File: config.mk
export PLATFORM = sky130hd
export DESIGN_NAME = dmem_arbiter_flat
export DESIGN_NICKNAME = d
export VERILOG_FILES = /design/src/rtl/dmem_pkg.sv /design/src/rtl/dmem_arbiter_if.sv /design/src/rtl/rr_arb2.sv /design/src/rtl/dmem_arbiter.sv /design/src/flat_wrapper.sv
export SDC_FILE = /design/constraint.sdc
export NUM_CORES = 1
export LEC_CHECK = 0
export ABC_AREA = 1
export CAP_MARGIN = 30
export CORE_MARGIN = 2
export CORE_UTILIZATION = 44
export DETAILED_ROUTE_END_ITERATION = 8
export PLACE_DENSITY = 0.82
export SYNTH_ARGS = -nofsm -noshare
export SYNTH_HDL_FRONTEND = slang
export SYNTH_SLANG_ARGS = --single-unit
File: constraint.sdc
create_clock -name clk -period 3.9 [get_ports clk]
set_clock_uncertainty 0.1 [all_clocks]
set_input_delay 0.78 -clock clk [delete_from_list [all_inputs] [get_ports clk]]
set_output_delay 0.78 -clock clk [all_outputs]
set_load 0.02 [all_outputs]
File: src/rtl/dmem_pkg.sv
// rtl/dmem_pkg.sv - shared types and sizes for the data-memory arbiter slice
package dmem_pkg;

  localparam int ADDR_W     = 8;
  localparam int DATA_W     = 16;
  localparam int DMEM_DEPTH = 256;

  typedef enum logic [1:0] {
    IDLE = 2'd0,
    BUSY = 2'd1,
    DUMP = 2'd2
  } dmem_arb_state_t;

  typedef logic port_id_t;

endpackage

File: src/rtl/dmem_arbiter_if.sv
// rtl/dmem_arbiter_if.sv - requester, dump and memory-side signals of the arbiter
interface dmem_arbiter_if #(
  parameter int ADDR_W = 8,
  parameter int DATA_W = 16
);

  logic              req0;
  logic              req1;
  logic              we0;
  logic              we1;
  logic [ADDR_W-1:0] addr0;
  logic [ADDR_W-1:0] addr1;
  logic [DATA_W-1:0] wdata0;
  logic [DATA_W-1:0] wdata1;
  logic              ack0;
  logic              ack1;
  logic [DATA_W-1:0] rdata0;
  logic [DATA_W-1:0] rdata1;
  logic              dump_req;
  logic              dump_done;
  logic [ADDR_W-1:0] mem_addr;
  logic              mem_wr_en;
  logic [DATA_W-1:0] mem_wr_data;
  logic [DATA_W-1:0] mem_rd_data;
  logic              print_en;

  // master: the requesters plus the memory; slave: the arbiter itself
  modport master (
    output req0, req1, we0, we1, addr0, addr1, wdata0, wdata1, dump_req, mem_rd_data,
    input  ack0, ack1, rdata0, rdata1, dump_done, mem_addr, mem_wr_en, mem_wr_data, print_en
  );

  modport slave (
    input  req0, req1, we0, we1, addr0, addr1, wdata0, wdata1, dump_req, mem_rd_data,
    output ack0, ack1, rdata0, rdata1, dump_done, mem_addr, mem_wr_en, mem_wr_data, print_en
  );

endinterface

File: src/rtl/rr_arb2.sv
// rtl/rr_arb2.sv - combinational two-way round-robin picker
module rr_arb2
  import dmem_pkg::*;
(
  input  logic [1:0] eligible,
  input  port_id_t   last_gnt,
  output logic       gnt_valid,
  output port_id_t   gnt_id
);

  always_comb begin
    gnt_valid = |eligible;
    gnt_id    = 1'b0;
    case (eligible)
      2'b01:   gnt_id = 1'b0;
      2'b10:   gnt_id = 1'b1;
      2'b11:   gnt_id = ~last_gnt;
      default: gnt_id = 1'b0;
    endcase
  end

endmodule

File: src/rtl/dmem_arbiter.sv
// rtl/dmem_arbiter.sv - round-robin sharing of the data memory between two ports,
// with registered memory inputs and a dump strobe issued only between accesses
module dmem_arbiter #(
  parameter int ADDR_W = 8,
  parameter int DATA_W = 16
) (
  input logic           clk,
  input logic           rst_n,
  dmem_arbiter_if.slave bus
);

  import dmem_pkg::*;

  dmem_arb_state_t   state;
  port_id_t          last_gnt;
  port_id_t          gnt_id_q;
  logic              dump_pend;
  logic [ADDR_W-1:0] mem_addr_q;
  logic [DATA_W-1:0] mem_wr_data_q;
  logic              mem_wr_en_q;
  logic              print_en_q;
  logic              dump_done_q;
  logic              ack0_q;
  logic              ack1_q;
  logic [DATA_W-1:0] rdata0_q;
  logic [DATA_W-1:0] rdata1_q;

  logic [1:0] eligible;
  logic       gnt_valid;
  port_id_t   win;

  // A requester still holding req during its ack cycle must not win again
  assign eligible = {bus.req1 & ~ack1_q, bus.req0 & ~ack0_q};

  rr_arb2 u_rr_arb2 (
    .eligible  (eligible),
    .last_gnt  (last_gnt),
    .gnt_valid (gnt_valid),
    .gnt_id    (win)
  );

  always_ff @(posedge clk or negedge rst_n) begin
    if (!rst_n) begin
      state         <= IDLE;
      last_gnt      <= 1'b1;
      gnt_id_q      <= 1'b0;
      dump_pend     <= 1'b0;
      mem_addr_q    <= '0;
      mem_wr_data_q <= '0;
      mem_wr_en_q   <= 1'b0;
      print_en_q    <= 1'b0;
      dump_done_q   <= 1'b0;
      ack0_q        <= 1'b0;
      ack1_q        <= 1'b0;
      rdata0_q      <= '0;
      rdata1_q      <= '0;
    end else begin
      ack0_q      <= 1'b0;
      ack1_q      <= 1'b0;
      dump_done_q <= 1'b0;
      print_en_q  <= 1'b0;
      if (bus.dump_req) begin
        dump_pend <= 1'b1;
      end
      case (state)
        IDLE: begin
          // A dump request seen this edge is served at once; later ones merge into dump_pend
          if (dump_pend || bus.dump_req) begin
            dump_pend  <= 1'b0;
            print_en_q <= 1'b1;
            state      <= DUMP;
          end else if (gnt_valid) begin
            gnt_id_q      <= win;
            last_gnt      <= win;
            mem_addr_q    <= win ? bus.addr1  : bus.addr0;
            mem_wr_data_q <= win ? bus.wdata1 : bus.wdata0;
            mem_wr_en_q   <= win ? bus.we1    : bus.we0;
            state         <= BUSY;
          end
        end
        BUSY: begin
          if (gnt_id_q) begin
            rdata1_q <= bus.mem_rd_data;
            ack1_q   <= 1'b1;
          end else begin
            rdata0_q <= bus.mem_rd_data;
            ack0_q   <= 1'b1;
          end
          mem_wr_en_q <= 1'b0;
          state       <= IDLE;
        end
        DUMP: begin
          dump_done_q <= 1'b1;
          state       <= IDLE;
        end
        default: state <= IDLE;
      endcase
    end
  end

  assign bus.mem_addr    = mem_addr_q;
  assign bus.mem_wr_data = mem_wr_data_q;
  assign bus.mem_wr_en   = mem_wr_en_q;
  assign bus.print_en    = print_en_q;
  assign bus.dump_done   = dump_done_q;
  assign bus.ack0        = ack0_q;
  assign bus.ack1        = ack1_q;
  assign bus.rdata0      = rdata0_q;
  assign bus.rdata1      = rdata1_q;

endmodule

File: src/flat_wrapper.sv
// flat-port wrapper written by rule: the top's interface ports become plain ports
module dmem_arbiter_flat import dmem_pkg::*;
#(
  parameter int ADDR_W = 8,
  parameter int DATA_W = 16
)
  (clk, rst_n, bus_req0, bus_req1, bus_we0, bus_we1, bus_addr0, bus_addr1, bus_wdata0, bus_wdata1, bus_dump_req, bus_mem_rd_data, bus_ack0, bus_ack1, bus_rdata0, bus_rdata1, bus_dump_done, bus_mem_addr, bus_mem_wr_en, bus_mem_wr_data, bus_print_en);
  dmem_arbiter_if #(.ADDR_W(ADDR_W), .DATA_W(DATA_W)) bus_i ();
  input logic clk;
  input logic rst_n;
  input wire logic [$bits(bus_i.req0)-1:0] bus_req0;
  input wire logic [$bits(bus_i.req1)-1:0] bus_req1;
  input wire logic [$bits(bus_i.we0)-1:0] bus_we0;
  input wire logic [$bits(bus_i.we1)-1:0] bus_we1;
  input wire logic [$bits(bus_i.addr0)-1:0] bus_addr0;
  input wire logic [$bits(bus_i.addr1)-1:0] bus_addr1;
  input wire logic [$bits(bus_i.wdata0)-1:0] bus_wdata0;
  input wire logic [$bits(bus_i.wdata1)-1:0] bus_wdata1;
  input wire logic [$bits(bus_i.dump_req)-1:0] bus_dump_req;
  input wire logic [$bits(bus_i.mem_rd_data)-1:0] bus_mem_rd_data;
  output wire logic [$bits(bus_i.ack0)-1:0] bus_ack0;
  output wire logic [$bits(bus_i.ack1)-1:0] bus_ack1;
  output wire logic [$bits(bus_i.rdata0)-1:0] bus_rdata0;
  output wire logic [$bits(bus_i.rdata1)-1:0] bus_rdata1;
  output wire logic [$bits(bus_i.dump_done)-1:0] bus_dump_done;
  output wire logic [$bits(bus_i.mem_addr)-1:0] bus_mem_addr;
  output wire logic [$bits(bus_i.mem_wr_en)-1:0] bus_mem_wr_en;
  output wire logic [$bits(bus_i.mem_wr_data)-1:0] bus_mem_wr_data;
  output wire logic [$bits(bus_i.print_en)-1:0] bus_print_en;
  assign bus_i.req0 = bus_req0;
  assign bus_i.req1 = bus_req1;
  assign bus_i.we0 = bus_we0;
  assign bus_i.we1 = bus_we1;
  assign bus_i.addr0 = bus_addr0;
  assign bus_i.addr1 = bus_addr1;
  assign bus_i.wdata0 = bus_wdata0;
  assign bus_i.wdata1 = bus_wdata1;
  assign bus_i.dump_req = bus_dump_req;
  assign bus_i.mem_rd_data = bus_mem_rd_data;
  assign bus_ack0 = bus_i.ack0;
  assign bus_ack1 = bus_i.ack1;
  assign bus_rdata0 = bus_i.rdata0;
  assign bus_rdata1 = bus_i.rdata1;
  assign bus_dump_done = bus_i.dump_done;
  assign bus_mem_addr = bus_i.mem_addr;
  assign bus_mem_wr_en = bus_i.mem_wr_en;
  assign bus_mem_wr_data = bus_i.mem_wr_data;
  assign bus_print_en = bus_i.print_en;
  dmem_arbiter #(.ADDR_W(ADDR_W), .DATA_W(DATA_W)) u_core (.clk(clk), .rst_n(rst_n), .bus(bus_i));
endmodule
==> flow_metrics.py, run 1 <==
metrics = {
    "outcome": {
        "outcome": "complete, no violations",
    },
    "detailed_routing": {
        "wl_met3_um": 918,
        "drt_wl_total_um": 7650,
        "wl_met1_um": 3280,
        "dr_wl_met2_um": 3310,
        "firstDrtPassIters": 4,
        "postRouteAntennaNets": 0,
        "vias": 2686,
        "viasPerCell": 4.84,
        "drtIter0Drc": 87,
        "drcViolationCount": 0,
        "routed.top_layer": "met4",
        "avgRoutedWirePerCell_um": 13.8,
    },
    "yosys": {
        "synth_top_area_share_pct": 57.2,
        "avgSynthCellArea_sq_um": 8.21,
        "async_reset_ff_share_pct": 100,
        "ys_ff_latch": 66,
        "yosys_warnings": 0,
        "synth.distinct_cells": 21,
        "yosysMostFrequentCell": "nand2_1",
        "ys.flop_type": "dfrtp_1",
        "yosysTopAreaCell": "dfrtp_1",
        "synth_commonest_cells": "nand2_1, dfrtp_1, o21ai_0",
        "synth_cells": 346,
        "synthesis.nets": 417,
        "synth_area_sq_um": 2840,
        "synth_edf_count": 0,
        "yosysSeqAreaShare_pct": 58.2,
        "netlist_top_cells_area": "dfrtp_1, nand2_1, o21ai_0",
    },
    "pwr": {
        "power_density_nw_per_um2": 771,
        "switching_share_pct": 39.3,
        "p_sw_mw": 1.32,
        "p_clk_share_pct": 16.9,
        "leakagePower_nw": 2.18,
        "seq_power_share_pct": 35.5,
        "total_power_mw": 3.36,
        "ir_drop_v": 0.000514,
        "p_int_mw": 2.04,
        "p_comb_share_pct": 47.7,
    },
    "worst_setup_path": {
        "crit_arrival_ns": 2.55,
        "r2r_slack_ns": 1.89,
        "path_class": "primary input to flip-flop",
        "path_max_fanout": 26,
        "crit_required_ns": 4.02,
        "endpoint_kind": "flip-flop",
        "critPathLaunchType": "primary input",
    },
    "placed_design": {
        "dp_slack_ns": 1.09,
        "place_inst": 539,
        "dp_hpwl_um": 5320,
        "gp_congestion": 0.852,
        "place_area_sq_um": 4160,
        "port_buffers": 131,
    },
    "clock_network": {
        "path_clk_slew_ns": 0.07,
        "cts.sinks": 66,
        "clk_path_buf_depth": 2,
        "htree_levels": 3,
        "cts_buffers": 9,
        "post_cts_buffers": 0,
        "clock-root-buffer": "clkbuf_8",
        "clock_latency_ns": 0.34,
        "cts-hold-fix-buffers": 0,
        "cts_resized": 0,
        "cts_tree": "done",
    },
    "sta": {
        "rsz0062_at_grt": "no",
        "slew_headroom_pct": 34.9,
        "hold_slack_ns": 0.325,
        "worst_slack_ns": 1.47,
        "setup_viol": 0,
        "period_needed_ns": 2.43,
        "fin_setup_tns_ns": 0,
        "worst_pin_slew_ns": 0.974,
        "fmax_mhz": 412,
        "post-route-period-util_pct": 62.3,
        "finalHoldViolCount": 0,
        "slew_violations": 0,
    },
    "die": {
        "start_util_pct": 45.0,
        "chipWidth_um": 84.4,
        "fp-row-count": 29,
        "boundaryPins": 132,
        "die-area_sq_um": 7120,
        "core_area_sq_um": 6310,
        "fp.dieH_um": 84.4,
    },
    "global_routing": {
        "grt_pass1_vias": 2699,
        "track_usage_pct": 22.6,
        "antenna_found_initial": 0,
        "gr-total-overflow": 0,
        "grt_max_degree": 44,
        "grt_pass1_wl_um": 12800,
    },
    "layout": {
        "design_area_sq_um": 4360,
        "fin_util_pct": 69.0,
        "antenna_cells": 0,
        "final_cells": 555,
        "fin_nets": 544,
        "syn2layout_area_growth_pct": 53.4,
        "drive_above_1_share_pct": 5.44,
    },
    "min_path": {
        "hold_class": "primary input to asynchronous set/reset pin",
    },
    "flow_run": {
        "drv_cap": 0,
    },
}
-- cell families after synthesis --
family / after synthesis / synth area share (%)
buffers and inverters: 44 / 7.00
AND/OR/NAND/NOR: 203 / 29.0
AO/OA/AOI/OAI: 33 / 5.81
flip-flops: 66 / 58.2
-- power by group through the flow --
stage          Combinational, mW  Sequential [mW]  Clock [mW]
2_1_floorplan              0.461             1.55           0
3_3_place_gp                1.58             1.19           0
3_5_place_dp                1.61             1.20           0
4_1_cts                     1.62             1.19       0.578
5_1_grt                     1.74             1.23       0.612
6_report                    1.60             1.19       0.566
-- sequential cells by signal, indices dropped and copies added, names as in the netlist --
name,count
u_core.state,2
u_core.bus.mem_addr,8
u_core.bus.dump_done,1
u_core.bus.ack0,1
u_core.bus.rdata0,16
u_core.dump_pend,1
u_core.bus.mem_wr_en,1
u_core.bus.ack1,1
u_core.bus.mem_wr_data,16
u_core.gnt_id_q,1
u_core.last_gnt,1
u_core.bus.print_en,1
u_core.bus.rdata1,16
-- layer usage --
layer | global-route usage (%) | up-vias
li1 | - | 1330
met1 | 29.1 | 1221
met2 | 34.0 | 122
met3 | 10.8 | 13
met4 | 7.50 | 0
met5 | 0 | -
-- cell type report --
class | instances | area, sq um
Clock buffer | 9 | 124
Clock inverter | 7 | 70.1
Fill cell | 539 | 1960
Inverter | 27 | 101
Multi-Input combinational cell | 236 | 992
Sequential cell | 66 | 1650
Tap cell | 77 | 96.3
Timing Repair Buffer | 133 | 1320
-- worst max-delay path, stage by stage --
cell and delay (ns):
clkdlybuf4s50_1 0.48, inv_1 0.07, nor2_4 0.44, nand2_2 0.43
nand2_1 0.15, nand2_1 0.06, nand2_1 0.07, nand2_1 0.05
-- cells in the final DEF, fill, tap and decap left out --
master and n:
nand2_1 163, clkdlybuf4s50_1 130, dfrtp_1 65, o21ai_0 32, nand3_1 28, inv_1 26
clkbuf_8 9, nor2_1 4, clkinv_2 3, nor3_1 2, clkinv_4 2, buf_4 2
nor2_2 1, nand3_2 1, nor2_4 1, nand2_2 1, inv_2 1, nor2b_2 1
o21ai_1 1, nand3b_1 1, clkinvlp_4 1, bufinv_16 1, buf_2 1, dfstp_2 1
-- worst paths after layout --
kind | cells after the start | endpoint | from
setup / recovery | 8 | u_core.bus.mem_addr[2] | bus_req1
hold / removal | 1 | u_core.bus.mem_wr_data[10] | rst_n
setup reg to reg | 5 | u_core.gnt_id_q | u_core.last_gnt
hold reg to reg | 2 | u_core.bus.mem_wr_data[2] | u_core.bus.mem_wr_data[2]
max in group asynchronous | 2 | u_core.last_gnt | rst_n
min in group clk | 2 | u_core.bus.mem_wr_data[2] | u_core.bus.mem_wr_data[2]
(Power assumes the default switching activity.)
==> inputs of run 2 (changes only) <==
--- a/config.mk
+++ b/config.mk
@@ -8,9 +8,9 @@
 export ABC_AREA = 1
 export CAP_MARGIN = 30
 export CORE_MARGIN = 2
-export CORE_UTILIZATION = 44
+export CORE_UTILIZATION = 41
 export DETAILED_ROUTE_END_ITERATION = 8
-export PLACE_DENSITY = 0.82
+export PLACE_DENSITY = 0.77
 export SYNTH_ARGS = -nofsm -noshare
 export SYNTH_HDL_FRONTEND = slang
 export SYNTH_SLANG_ARGS = --single-unit
==> constraint.sdc (replaced) <==
create_clock -name clk -period 2.31 [get_ports clk]
set_clock_uncertainty 0.1 [all_clocks]
set_input_delay 0.462 -clock clk [delete_from_list [all_inputs] [get_ports clk]]
set_output_delay 0.462 -clock clk [all_outputs]
set_load 0.02 [all_outputs]
==> run 2 against run 1 <==
  * Flip-flop and latch count unchanged
  * Critical path depth down 7
  * Sequential power is 69% higher
  * Combinational power rose by 69%
  * Power grew 72%
  * Count of clock-buffer cells in the layout grew 2
  * Cell area increased by 1.8%
  * Final cell count increased by 1.4%
  * Sequential share of layout area down 0.67 points
  * First-iteration DRC count grew 48%
  * Register-to-register slack worse by 1.1 ns
  * Non-clock buffer count rose by 5
  * Largest cell class unchanged
  * Largest power group unchanged
==> flow_metrics.py, run 2 (synthesis gave the netlist of run 1 again) <==
metrics = {
    "detailed_routing": {
        "postRouteAntennaNets": 0,
        "avgRoutedWirePerCell_um": 13.3,
        "drcViolationCount": 0,
        "drtIter0Drc": 129,
        "drt_wl_total_um": 7490,
        "firstDrtPassIters": 4,
        "vias": 2680,
        "viasPerCell": 4.76,
    },
    "layout": {
        "syn2layout_area_growth_pct": 56.1,
        "final_common_cell": "nand2_1",
        "layout_common_cells": "nand2_1, clkdlybuf4s50_1, dfrtp_1",
        "fin_nets": 549,
        "drive_above_1_share_pct": 6.21,
        "antenna_cells": 0,
    },
    "worst_setup_path": {
        "crit_required_ns": 1.75,
        "critPathLaunchType": "flip-flop",
        "path_cells": "clkdlybuf4s50_1",
        "critical_path.top_delay_family": "buffers and inverters",
        "crit_arrival_ns": 1.40,
        "rr_endpoint": "u_core.bus.mem_wr_data[6]",
        "crit_slowest_cell": "clkdlybuf4s50_1",
        "cp_num_buf_inv": 1,
        "r2r_cells": 6,
        "r2r_slack_ns": 0.81,
        "endpoint_kind": "output pin",
        "slowest_delay_ns": 0.64,
        "worst_r2r_startpoint": "u_core.last_gnt",
        "path_class": "flip-flop to output pin",
        "path_max_fanout": 3,
    },
    "min_path": {
        "hold_class": "primary input to asynchronous set/reset pin",
    },
    "die": {
        "fp-row-count": 30,
        "fp.dieH_um": 87.3,
        "chipWidth_um": 87.3,
        "core_area_sq_um": 6760,
        "die-area_sq_um": 7610,
        "boundaryPins": 132,
        "start_util_pct": 42.1,
    },
    "global_routing": {
        "grt_pass1_vias": 2537,
        "track_usage_pct": 19.8,
        "grt_max_degree": 67,
        "gr-total-overflow": 0,
        "antenna_found_initial": 0,
        "grt_pass1_wl_um": 11800,
    },
    "sta": {
        "setup_viol": 0,
        "slew_headroom_pct": 66.9,
        "period_needed_ns": 1.96,
        "fmax_mhz": 510,
        "rsz0062_at_grt": "no",
        "post-route-period-util_pct": 84.8,
        "slew_violations": 0,
        "fin_setup_tns_ns": 0,
        "finalHoldViolCount": 0,
        "worst_pin_slew_ns": 0.495,
    },
    "clock_network": {
        "cts.sinks": 66,
        "cts_buffers": 9,
        "clock_latency_ns": 0.33,
        "path_clk_slew_ns": 0.07,
        "cts-hold-fix-buffers": 0,
        "clock-root-buffer": "clkbuf_8",
        "clk_path_buf_depth": 2,
        "post_cts_buffers": 0,
        "htree_levels": 3,
        "cts_tree": "done",
        "cts_resized": 0,
    },
    "pwr": {
        "p_comb_share_pct": 46.8,
        "switching_share_pct": 37.8,
        "p_int_mw": 3.60,
        "total_power_mw": 5.79,
        "p_sw_mw": 2.19,
        "power_density_nw_per_um2": 1310,
        "ir_drop_v": 0.000738,
        "p_clk_share_pct": 18.4,
        "leakagePower_nw": 2.22,
        "seq_power_share_pct": 34.8,
    },
    "placed_design": {
        "port_buffers": 131,
        "gp_congestion": 0.732,
        "dp_hpwl_um": 5060,
    },
    "flow_run": {
        "drv_cap": 0,
    },
    "outcome": {
        "outcome": "complete, no violations",
    },
}
==> run 2: cell types whose count changed in the layout (fill, tap and decap cells not counted), sizes merged <==
cell and change:
buf +5, clkinv -3, clkbuf +2, bufinv +1
==> run 2: power groups by stage <==
stage | registers [mW] | logic [mW] | clock network (mW)
after floorplan | 2.61 | 0.778 | 0
after global placement | 2.02 | 2.69 | 0
after detailed placement | 2.02 | 2.74 | 0
after CTS | 2.02 | 2.75 | 1.09
after global routing | 2.08 | 2.95 | 1.15
final | 2.01 | 2.71 | 1.07
==> run 2: area by class of cell <==
| cell class | instances | area, sq um |
|---|---|---|
| well taps | 80 | 100 |
| multi-input cells | 236 | 992 |
| flip-flops and latches | 66 | 1650 |
| clock inverters | 5 | 77.6 |
| fillers | 542 | 2320 |
| repair buffers | 138 | 1370 |
| clock buffers | 11 | 141 |
| inverters | 27 | 101 |
==> run 2: how the worst max path moves through the flow <==
stage                    start                        end  slack (ns)  cells past startpoint
4_1_cts        u_core.bus.ack1                   bus_ack1        0.33                      1
5_1_grt        u_core.bus.ack1                   bus_ack1        0.31                      1
3_5_place_dp          bus_req1  u_core.bus.mem_wr_data[6]        0.33                      8
6_report       u_core.bus.ack1                   bus_ack1        0.35                      1
2_1_floorplan  u_core.bus.ack0       u_core.bus.mem_wr_en        0.94                      7
3_3_place_gp      bus_dump_req       u_core.bus.mem_wr_en        0.35                      7
==> run 2: metrics by stage <==
| stage | utilization (%) | std cells | hold slack (ns) | worst slack, ns | instance area, sq um |
|---|---|---|---|---|---|
| final | 65.7 | 563 | 0.0171 | 0.351 | 4440 |
| after global routing | 65.7 | 563 | 0.0613 | 0.310 | 4440 |
| after CTS | 65.7 | 563 | 0.0452 | 0.335 | 4440 |
| after detailed placement | 62.4 | 547 | 0.366 | 0.328 | 4220 |
| after global placement | 62.4 | 547 | 0.361 | 0.353 | 4220 |
| after floorplan | - | 346 | 0.0664 | 0.935 | 2840 |
==> run 2: routing by layer <==
metal,vias to the layer above,GRT usage [%],wire [um]
met3,6,5.50,645
met4,0,8.25,78
met1,1222,26.9,3430
met2,120,29.8,3340
met5,-,0,0
li1,1332,-,-
==> patch 1: new RTL, flow settings as in run 2 <==
Encoding of `dmem_arb_state_t`: now one-hot (3 bits for 3 states).
--- a/src/rtl/dmem_pkg.sv
+++ b/src/rtl/dmem_pkg.sv
@@ -6,8 +6,8 @@
   localparam int DMEM_DEPTH = 256;
 
-  typedef enum logic [1:0] {
-    IDLE = 2'd0,
-    BUSY = 2'd1,
-    DUMP = 2'd2
+  typedef enum logic [2:0] {
+    IDLE = 3'b001,
+    BUSY = 3'b010,
+    DUMP = 3'b100
   } dmem_arb_state_t;
 
Formal check against the unedited RTL: no difference found for any inputs over 10 cycles, from zero or initial values and one cycle with rst_n low; not proved beyond that.
==> patch 1 against run 2 <==
Non-clock buffer count shrank 1; worst setup slack improved by 0.057 ns; final area grew 3.0%; via count grew 4.7%; routed wire length increased by 6.3%; sequential cell count grew 1; cell count increased by 6.2%; register-to-register slack got worse by 0.02 ns; area after synthesis grew 3.9%; critical endpoint is now bus_rdata1[13]; largest power group unchanged; first-iteration DRC count fell by 41%; power shrank 11%; utilization up 0.85 points; clock power increased by 11%.
==> patch 1: results (changes against run 2) <==
- Status: complete, no violations
- Post-DP HPWL: 5.564 mm (+10%)
- Sequential-to-total area share from yosys stat: 56.89% (-1.3 points)
- TritonCTS buffer count: 9 (unchanged)
- Vias per cell: 4.691 (-1.5%)
- Starting DRT DRC Count: 76 (-41%)
- Vias in the first global route: 2623 (+3.4%)
- Layout filler cell count: 567 (+4.6%)
- Placed cell count: 582 (+6.4%)
- Critical Path AT: 1.34 ns (-0.06 ns)
- Largest net degree at the start of global routing: 68 (+1.5%)
- Proportion of layout cells with a drive suffix above 1: 7.171% (+0.96 points)
- Synth top cells by count: nand2_1, dfrtp_1, o21ai_0, inv_1, buf_6
- Mapped Nets: 436 (+4.6%)
- Pleak: 2.142 nW (-3.6%)
- Hold crit path type: in2async
- Crit path from: u_core.bus.rdata1[13]
- Via count: 2805 (+4.7%)
- Top cells by area, synth: dfrtp_1, nand2_1, o21ai_0
- Avg Synthesized Cell Area: 8.087 µm² (-1.5%)
- Final #Nets: 568 (+3.5%)
- Worst vdd ir: 777.8 µV (+5.4%)
- Crit-path max FO: 2 (-1)
- Dpl ws: 0.3070 ns (-0.02128 ns)
- Wire per inst: 13.32 µm (+0.10%)
- WHS: 0.04113 ns (+0.02406 ns)
- Sw frac: 35.05% (-2.7 points)
- Gpl congestion: 0.7839 (+7.1%)
- Slew margin rel.: 71.06% (+4.2 points)
- Worst r2r src: u_core.state[0]
- Most frequent cell after synthesis: nand2_1
- Cell variety after synth: 19 (-9.5%)
- Wire length of the first global-routing pass: 12.22 mm (+3.7%)
-- patch 1: cell count changes in the layout (fill, tap and decap cells not counted), moves of 2 or more --
| cell | change |
|---|---|
| clkinv_4 | +2 |
| nor2_4 | +2 |
| nand3_1 | -26 |
| nand2_1 | +57 |
| inv_1 | -16 |
| nor2_2 | +2 |
| o21ai_0 | +2 |
-- patch 1: cells by family after synthesis --
group | count (synthesis) | synth area share (%)
buffers and inverters | 28 | 5.553
DFF | 67 | 56.89
AOI/OAI and AO/OA | 34 | 5.765
and+or+nand+nor | 236 | 31.79
-- patch 1: worst paths after layout --
check | slack [ns] | to | depth (start not counted)
worst max-delay path | 0.41 | bus_rdata1[13] | 1
worst min-delay path | 0.04 | u_core.bus.rdata0[11] | 2
worst max register to register | 0.79 | u_core.bus.mem_wr_en | 6
worst min register to register | 0.33 | u_core.bus.dump_done | 1
max in group asynchronous | 1.75 | u_core.last_gnt | 2
min in group clk | 0.33 | u_core.bus.dump_done | 1
-- patch 1: power groups by stage --
| stage | logic, mW | clock network [mW] | registers [mW] |
|---|---|---|---|
| after floorplan | 0.488 | 0 | 2.35 |
| after global placement | 2.12 | 0 | 1.85 |
| after detailed placement | 2.16 | 0 | 1.85 |
| after CTS | 2.16 | 1.22 | 1.85 |
| after global routing | 2.30 | 1.28 | 1.89 |
| final | 2.14 | 1.19 | 1.84 |
-- patch 1: routing by layer --
layer  routed length [µm]  track usage, %  vias to the layer above
met5                    0               0                        -
met4                   66           7.025                        0
met3                  893           7.090                        5
met2                 3537           31.34                      113
met1                 3468           26.11                     1308
li1                     -               -                     1379
-- patch 1: area by class of cell --
class | count | area [µm²] | share of cell area [%]
repair buffers | 137 | 1364 | 29.85
clock buffers | 10 | 137.6 | 3.012
clock inverters | 6 | 112.6 | 2.464
flip-flops and latches | 67 | 1679 | 36.75
inverters | 12 | 47.55 | 1.041
multi-input cells | 270 | 1109 | 24.26
well taps | 96 | 120.1 | 2.629
==> patch 2: new RTL, config.mk and constraints of run 2 <==
Without the edit above. `DATA_W` is set to 16 in 4 places; all go to 24.
--- a/src/rtl/dmem_pkg.sv
+++ b/src/rtl/dmem_pkg.sv
@@ -3,5 +3,5 @@
 
   localparam int ADDR_W     = 8;
-  localparam int DATA_W     = 16;
+  localparam int DATA_W     = 24;
   localparam int DMEM_DEPTH = 256;
 
--- a/src/rtl/dmem_arbiter_if.sv
+++ b/src/rtl/dmem_arbiter_if.sv
@@ -2,5 +2,5 @@
 interface dmem_arbiter_if #(
   parameter int ADDR_W = 8,
-  parameter int DATA_W = 16
+  parameter int DATA_W = 24
 );
 
--- a/src/rtl/dmem_arbiter.sv
+++ b/src/rtl/dmem_arbiter.sv
@@ -3,5 +3,5 @@
 module dmem_arbiter #(
   parameter int ADDR_W = 8,
-  parameter int DATA_W = 16
+  parameter int DATA_W = 24
 ) (
   input logic           clk,
--- a/src/flat_wrapper.sv
+++ b/src/flat_wrapper.sv
@@ -3,5 +3,5 @@
 #(
   parameter int ADDR_W = 8,
-  parameter int DATA_W = 16
+  parameter int DATA_W = 24
 )
   (clk, rst_n, bus_req0, bus_req1, bus_we0, bus_we1, bus_addr0, bus_addr1, bus_wdata0, bus_wdata1, bus_dump_req, bus_mem_rd_data, bus_ack0, bus_ack1, bus_rdata0, bus_rdata1, bus_dump_done, bus_mem_addr, bus_mem_wr_en, bus_mem_wr_data, bus_print_en);
Ports: changed (6 resized); port bits go from 132 to 180. No check against the original RTL was run, so the function may have changed too.
==> patch 2 against run 2 <==
Die area grew 33%; register-to-register slack lost 0.17 ns; power grew 30%; routed wire length grew 42%; final area grew 33%; sequential cell count grew 24; first-iteration DRC count shrank 29%; largest power group unchanged; synthesized cell count grew 35%; maximum frequency shrank 0.45%; area after synthesis grew 35%; worst setup slack lost 0.0089 ns.
==> patch 2: results (changes against run 2) <==
- Synth top cells by count: nand2_1, dfrtp_1, o21ai_0, nand3_1, inv_1
- Total GRT Usage: 21.14% (+1.4 points)
- Post-DP Area: 5708 µm² (+35%)
- Post-DP HPWL: 7.654 mm (+51%)
- Root Buffer: clkbuf_8
- Starting DRT DRC Count: 91 (-29%)
- Cell variety after synth: 17 (-19%)
- Top cells by area, synth: dfrtp_1, nand2_1, o21ai_0
- Hold crit path type: reg2reg
- Clock latency on the worst-skew pair: 0.35 ns (+0.02 ns)
- Met2 usage: 34.67% (+4.8 points)
- Gpl congestion: 0.8193 (+12%)
- Sequential-to-total area share from yosys stat: 58.74% (+0.57 points)
- M3 GR Usage: 7.282% (+1.8 points)
- Worst vdd ir: 772.1 µV (+4.6%)
- Vias per cell: 4.729 (-0.65%)
- H-tree depth: 3 (unchanged)
- Critical Path AT: 1.41 ns
- Wire per inst: 14.08 µm (+5.8%)
- Mapped Nets: 562 (+35%)
- Proportion of layout cells with a drive suffix above 1: 4.954% (-1.3 points)
- Layout filler cell count: 784 (+45%)
- Port bufs: 179 (+37%)
- Initial antenna violation count: 0 (unchanged)
- Status: complete, no violations
- TritonRoute pass-1 iters: 4 (unchanged)
- Final #Nets: 736 (+34%)
- Vias in the first global route: 3554 (+40%)
- TritonCTS buffer count: 9 (unchanged)
- Hold_buf cts: 1 (+1)
- Wire length of the first global-routing pass: 16.95 mm (+44%)
- Pleak: 2.942 nW (+32%)
- Clk buf depth: 2 (unchanged)
- Met1 Use GR: 26.41% (-0.52 points)
- Slew margin rel.: 56.38% (-10 points)
- Synth warn: 0 (unchanged)
- Largest net degree at the start of global routing: 50 (-25%)
==> patch 2: kinds of logic (layout without fill, tap and decap cells) <==
group | after synthesis | in the layout | share of synthesized area [%]
compound gates | 49 | 49 | 6.393
buf+inv | 61 | 240 | 7.045
simple gates | 267 | 267 | 27.82
flops | 90 | 90 | 58.74
==> patch 2: power breakdown <==
group          internal (mW)  total [mW]  switching (mW)  leakage, nW
clock                  0.430        1.00           0.574       0.0855
combinational           1.76        3.80            2.04         1.75
sequential              2.33        2.74           0.418         1.11
==> patch 2: metal layers <==
metal | share of wire [%] | vias to the layer above
li1 | - | 1789
met1 | 41 | 1630
met2 | 47 | 147
met3 | 11 | 14
met4 | 1.4 | 0
met5 | 0 | -
==> patch 2: path summary, 6_finish.rpt <==
| check | startpoint | end | slack (ns) | cells past startpoint |
|---|---|---|---|---|
| hold reg to reg | u_core.last_gnt | u_core.last_gnt | 0.38 | 2 |
| min in group asynchronous | rst_n | u_core.bus.rdata1[19] | 0.51 | 2 |
| setup reg to reg | u_core.last_gnt | u_core.bus.mem_wr_data[18] | 0.64 | 6 |
| hold / removal | u_core.last_gnt | u_core.last_gnt | 0.38 | 2 |
| max in group asynchronous | rst_n | u_core.last_gnt | 0.94 | 3 |
| setup / recovery | u_core.bus.ack1 | bus_ack1 | 0.34 | 1 |
==> patch 2: final cells by class <==
type,count,area (µm²),share of cell area (%)
sequential,90,2253,38.16
timing repair buffer,189,1879,31.83
multi-input combinational,316,1315,22.27
tap,111,138.9,2.352
clock buffer,10,137.6,2.331
inverter,35,131.4,2.225
clock inverter,6,48.80,0.8264
==> patch 2: worst reg2reg max path: cells and delay by family (launching register included) <==
kind,cells,cell delay (ns)
and+or+nand+nor,6,0.97
DFF,1,0.55
==> patch 2: stage by stage <==
step,util [%],hold WS [ns],instances,setup slack (ns)
5_1_grt,64.51,0.4009,757,0.3005
2_1_floorplan,-,0.06641,467,0.8873
3_5_place_dp,62.37,0.3470,740,0.1865
4_1_cts,64.51,0.3850,757,0.3154
3_3_place_gp,62.37,0.3449,740,0.2479
6_report,64.51,0.3828,757,0.3422
